[config.mk]
export PLATFORM = sky130hd
export DESIGN_NAME = multicycle_ctrl
export DESIGN_NICKNAME = d
export VERILOG_FILES = /design/src/rtl/multicycle_ctrl.sv
export SDC_FILE = /design/constraint.sdc
export NUM_CORES = 1
export LEC_CHECK = 0
export CORE_MARGIN = 4
export CORE_UTILIZATION = 40
export CTS_BUF_LIST = sky130_fd_sc_hd__clkbuf_8 sky130_fd_sc_hd__clkbuf_16
export DETAILED_ROUTE_END_ITERATION = 10
export HOLD_SLACK_MARGIN = 0.12
export PLACE_DENSITY_LB_ADDON = 0.15
export SLEW_MARGIN = 30
export SYNTH_ARGS = -nofsm -noshare
export SYNTH_HDL_FRONTEND = slang
export SYNTH_SLANG_ARGS = --single-unit
export TNS_END_PERCENT = 10
[constraint.sdc]
create_clock -name clk -period 5.25 [get_ports clk]
set_clock_uncertainty 0.1 [all_clocks]
set_input_delay 0.7875 -clock clk [delete_from_list [all_inputs] [get_ports clk]]
set_output_delay 0.7875 -clock clk [all_outputs]
set_load 0.02 [all_outputs]
[src/rtl/multicycle_ctrl.sv]
// Multicycle RV32 control FSM: FETCH/DECODE/EXEC/MEM/WB/HALT sequencing.
// Optional IMEM_WAIT_EN: FETCH stalls on imem_ready before loading IR.
module multicycle_ctrl (
  input  logic        clk,
  input  logic        rst,
  input  logic [31:0] ins,
  input  logic        breq,
  input  logic        brlt,
`ifdef IMEM_WAIT_EN
  input  logic        imem_ready,
`endif
  input  logic        mem_ready,
  output logic        ir_load,
  output logic        pc_load,
  output logic        pcsel,
  output logic        regwen,
  output logic [2:0]  immsel,
  output logic        asel,
  output logic        bsel,
  output logic        brun,
  output logic [2:0]  alusel,
  output logic        mem_req,
  output logic        memrw,
  output logic [1:0]  wbsel,
  output logic        halt,
  output logic [31:0] instret,
  output logic [2:0]  state
);

  typedef enum logic [2:0] {
    FETCH  = 3'd0,
    DECODE = 3'd1,
    EXEC   = 3'd2,
    MEM    = 3'd3,
    WB     = 3'd4,
    HALT   = 3'd7
  } state_e;

  localparam logic [2:0] ALU_ADD = 3'b000;
  localparam logic [2:0] ALU_SUB = 3'b001;
  localparam logic [2:0] ALU_AND = 3'b010;
  localparam logic [2:0] ALU_OR  = 3'b011;
  localparam logic [2:0] ALU_XOR = 3'b100;

  state_e      state_q;
  logic [31:0] instret_q;
  logic [31:0] instret_d;

  logic [6:0] opc;
  logic [2:0] f3;
  logic       alt;
  logic       is_r, is_i, is_ld, is_st;
  logic       is_br, is_jal, is_jalr, is_auipc;
  logic       alu_f3_ok;
  logic       legal;
  logic       taken;
  logic       retire;
  logic [2:0] imm_t;
  logic [2:0] alu_op;
  logic       unused_ins;

  assign opc = ins[6:0];
  assign f3  = ins[14:12];
  assign alt = ins[30];
  assign unused_ins = ^{ins[31], ins[29:15], ins[11:7]};

  assign is_r     = (opc == 7'b0110011);
  assign is_i     = (opc == 7'b0010011);
  assign is_ld    = (opc == 7'b0000011);
  assign is_st    = (opc == 7'b0100011);
  assign is_br    = (opc == 7'b1100011);
  assign is_jal   = (opc == 7'b1101111);
  assign is_jalr  = (opc == 7'b1100111);
  assign is_auipc = (opc == 7'b0010111);

  assign alu_f3_ok = (f3 == 3'b000) || (f3 == 3'b111) ||
                     (f3 == 3'b110) || (f3 == 3'b100);

  always_comb begin
    legal = 1'b0;
    unique case (1'b1)
      is_r:  legal = alu_f3_ok && (!alt || f3 == 3'b000);
      is_i:  legal = alu_f3_ok && !alt;
      is_br: legal = (f3[2:1] != 2'b01);
      is_ld, is_st, is_jal, is_jalr, is_auipc:
        legal = 1'b1;
      default: legal = 1'b0;
    endcase
  end

  always_comb begin
    imm_t = 3'b000;
    unique case (1'b1)
      is_i, is_ld, is_jalr: imm_t = 3'b001;
      is_st:                imm_t = 3'b010;
      is_br:                imm_t = 3'b011;
      is_jal:               imm_t = 3'b100;
      is_auipc:             imm_t = 3'b101;
      default:              imm_t = 3'b000;
    endcase
  end

  always_comb begin
    alu_op = ALU_ADD;
    if (is_r || is_i) begin
      case (f3)
        3'b000:  alu_op = (is_r && alt) ? ALU_SUB : ALU_ADD;
        3'b111:  alu_op = ALU_AND;
        3'b110:  alu_op = ALU_OR;
        3'b100:  alu_op = ALU_XOR;
        default: alu_op = ALU_ADD;
      endcase
    end
  end

  // Unsigned/signed choice lives in brun; both share brlt here.
  always_comb begin
    case (f3)
      3'b000:         taken = breq;
      3'b001:         taken = !breq;
      3'b100, 3'b110: taken = brlt;
      3'b101, 3'b111: taken = !brlt;
      default:        taken = 1'b0;
    endcase
  end

  always_comb begin
    ir_load = 1'b0;
    pc_load = 1'b0;
    pcsel   = 1'b0;
    regwen  = 1'b0;
    immsel  = 3'b000;
    asel    = 1'b0;
    bsel    = 1'b0;
    brun    = 1'b0;
    alusel  = ALU_ADD;
    mem_req = 1'b0;
    memrw   = 1'b0;
    wbsel   = 2'd0;
    halt    = 1'b0;
    if (!rst) begin
      case (state_q)
        FETCH: begin
`ifdef IMEM_WAIT_EN
          ir_load = imem_ready;
`else
          ir_load = 1'b1;
`endif
        end
        DECODE: immsel = legal ? imm_t : 3'b000;
        EXEC: begin
          immsel = imm_t;
          alusel = alu_op;
          asel   = is_br || is_jal || is_auipc;
          bsel   = !is_r;
          if (is_br) begin
            pc_load = 1'b1;
            pcsel   = taken;
            brun    = f3[2] & f3[1];
          end
        end
        MEM: begin
          immsel  = imm_t;
          mem_req = 1'b1;
          memrw   = is_st;
          pc_load = is_st && mem_ready;
        end
        WB: begin
          immsel  = imm_t;
          regwen  = 1'b1;
          pc_load = 1'b1;
          pcsel   = is_jal || is_jalr;
          if (is_ld)
            wbsel = 2'd1;
          else if (is_jal || is_jalr)
            wbsel = 2'd2;
          else
            wbsel = 2'd0;
        end
        HALT:    halt = 1'b1;
        default: halt = 1'b0;
      endcase
    end
  end

  assign retire = (state_q == EXEC && is_br) ||
                  (state_q == MEM && is_st && mem_ready) ||
                  (state_q == WB);

  assign instret_d = retire ? instret_q + 32'd1 : instret_q;

  always_ff @(posedge clk) begin
    if (rst) begin
      state_q   <= FETCH;
      instret_q <= '0;
    end else begin
      instret_q <= instret_d;
      case (state_q)
        FETCH: begin
`ifdef IMEM_WAIT_EN
          if (imem_ready) state_q <= DECODE;
`else
          state_q <= DECODE;
`endif
        end
        DECODE: state_q <= legal ? EXEC : HALT;
        EXEC: begin
          if (is_ld || is_st)
            state_q <= MEM;
          else if (is_br)
            state_q <= FETCH;
          else
            state_q <= WB;
        end
        MEM: begin
          if (mem_ready)
            state_q <= is_st ? FETCH : WB;
        end
        WB:      state_q <= FETCH;
        HALT:    state_q <= HALT;
        default: state_q <= HALT;
      endcase
    end
  end

  assign instret = instret_q;
  assign state   = state_q;

endmodule

==> flow_summary.toml <==
[setup_path]
worstSetupPathType = "primary input to output port"
startpoint_type = "primary input"
crit_end = "immsel[0]"
worstPathMaxFanout = 7
rrSetupSlack_ps = 2790
worstRegToRegCells = 5
cp-end-kind = "output port"
reg2reg_from = "state[1]"
startpoint = "ins[5]"
rr_endpoint = "instret[25]"
required_ps = 4360
cp_data_arrival_time_ps = 3590

[synthesis]
synth-seq-cells = 35
synth_fp_nets = 309
synth-edff-count = 0
ys_seq_area_frac = 0.297
ys_warn_count = 0
synth_area_sq_um = 2360
synth_area_leaders = "dfxtp_1 30%, xnor2_1 8.2%, nor2_1 6.8%"
synthDistinctLibCells = 59
yosysTopAreaCellShare = 0.297
async_reset_ff_frac = 0
synth_cells = 271
yosys.area.top_type = "dfxtp_1"
synth.avg_cell_area_sq_um = 8.70
synth_flop_cell = "dfxtp_1"

[finish]
layout_common_cells = "68 x clkdlybuf4s50_1, 43 x nor2_1, 35 x dfxtp_1"
antennaDiodeCount = 0
nets = 371
drive_gt1_frac = 0.102
syn2layout_area_growth_pct = 32.6
fillers = 561
final_common_cell = "clkdlybuf4s50_1"

[pwr]
peakVddDrop_v = 0.000105
cellLeakagePower_nw = 0.927
power_density_nw_per_um2 = 219
total_power_w = 0.000686
p_comb_frac = 0.266
intPower_w = 0.000443
p_sw_w = 0.000243
pwr-share-seq = 0.440
p_sw_frac = 0.354
clkPwrFrac = 0.294

[sta]
max_freq_mhz = 223
worst_pin_slew_ps = 887
period_share = 0.853
fin_crit_ps = 4480
fin_tns_setup_ps = 0
finalHoldViolations = 0
setup_viol = 0
relSlewSlack = 0.408
grt_setup_unrepaired = "false"
slew_violations = 0

[route]
wl_per_cell_um = 14.2
avgViaCountPerCell = 5.47
drc = 0
drtAntennaViolNets = 0
drt_pass1_iterations = 4
num_vias = 2221
drt_iter0_markers = 138
wl_um = 5770

[clocking]
clk_latency_ps = 290
cts_buffer_depth = 2
htreeDepth = 2
cts_tree = "done"
post_cts_buffers = 0
cts_resized = 0
clk_pin_slew_ps = 80
cts_hold_buf = 0
cts_sinks = 35
cts_buffers = 5
clockRootBuffer = "clkbuf_8"

[worst_hold_path]
hold_path.class = "register to register"

[global_route]
grt_max_degree = 27
grt_remaining_overflow = 0
grt_pass1_wl_um = 9750
grt_pass1_vias = 2059
antenna_found_initial = 0
grt_usage = 0.160

[placement]
hpwl_um = 4260
numPortBuffers = 68
gp_congestion = 0.788

[floorplanning]
core.rowCount = 27
die_w_um = 84.8
ios = 90
start_util = 0.420
die_area_sq_um = 7190
dieHeight_um = 84.8
core_sq_um = 5610

[job]
maxCapViolCount = 0

[status]
status = "completed"
-- metrics by stage --
| stage | util | std cells | area, sq um | worst slack (ps) | hold WS [ps] |
|---|---|---|---|---|---|
| global placement | 0.541 | 398 | 3030 | 799 | 396 |
| global route | 0.558 | 406 | 3130 | 541 | 442 |
| CTS | 0.558 | 406 | 3130 | 779 | 409 |
| floorplan | - | 271 | 2360 | 1530 | 470 |
| finish | 0.558 | 406 | 3130 | 773 | 412 |
| detailed placement | 0.541 | 398 | 3030 | 807 | 392 |
-- registers in the layout (all words and copies together), names as in the netlist --
signal and flops:
instret 32, state 3
-- power groups by stage --
stage / combinational, W / clock (W) / sequential (W)
3_5_place_dp: 0.000182 / 0 / 0.000307
6_report: 0.000182 / 0.000202 / 0.000302
4_1_cts: 0.000183 / 0.000209 / 0.000302
5_1_grt: 0.000200 / 0.000216 / 0.000305
2_1_floorplan: 0.000116 / 0 / 0.000307
3_3_place_gp: 0.000181 / 0 / 0.000309
-- cell usage after synthesis, types with 2 or more instances --
cell	instances
buf_4	2
dfxtp_1	35
buf_2	2
nand3_1	12
nand2_1	19
o211ai_1	3
nand4_1	4
nor4_1	2
a2111oi_4	5
nor2_1	43
o21ai_0	6
a31oi_1	3
buf_6	2
o21bai_1	2
and4_1	2
a21oi_1	11
xor2_1	9
inv_1	5
and3_1	2
or3_1	2
or4_1	2
clkbuf_8	2
nand2b_1	4
or2_2	2
clkbuf_1	6
a2111oi_2	5
o2111ai_1	3
nor4b_1	2
a211oi_1	12
a311oi_1	2
xnor2_1	22
nor2b_1	5
nor3_1	7
-- how the worst min path moves through the flow --
stage                      from          end  slack [ps]  cells after the start
floorplan           instret[16]  instret[16]         470                      2
global route        instret[16]  instret[16]         440                      2
global placement    instret[16]  instret[16]         400                      2
finish              instret[16]  instret[16]         410                      2
CTS                 instret[16]  instret[16]         410                      2
detailed placement  instret[16]  instret[16]         390                      2
-- layout make-up --
| type | count | area, sq um | share of cell area |
|---|---|---|---|
| Clock buffer | 5 | 68.8 | 0.0220 |
| Clock inverter | 3 | 23.8 | 0.00760 |
| Inverter | 5 | 18.8 | 0.00600 |
| Multi-Input combinational cell | 215 | 1520 | 0.487 |
| Sequential cell | 35 | 701 | 0.224 |
| Tap cell | 72 | 90.1 | 0.0288 |
| Timing Repair Buffer | 71 | 703 | 0.225 |
-- cells by family after synthesis --
| logic type | share of synthesized area |
|---|---|
| AOI/OAI and AO/OA | 0.248 |
| xor gates and xnor gates | 0.115 |
| adders and majority gates | 0.00531 |
| buffers and inverters | 0.0573 |
| DFF | 0.297 |
| muxes | 0.00425 |
| and+or+nand+nor | 0.272 |
-- worst max-delay path, cell delays in order --
cell and delay, ps:
clkdlybuf4s50_1 600, and2b_1 280, nand2_1 190, a211oi_1 340, o21ai_1 150, a2111oi_0 530
clkdlybuf4s50_1 710
-- metal layers --
metal / share of wire / global-route usage / routed length (um) / up-vias
met4: 0.010 / 0.0518 / 58 / 0
met5: 0 / 0 / 0 / -
li1: - / - / - / 1116
met3: 0.051 / 0.0314 / 297 / 4
met2: 0.45 / 0.245 / 2580 / 58
met1: 0.49 / 0.224 / 2830 / 1043
Note: power is estimated with default switching activity, not from simulation.
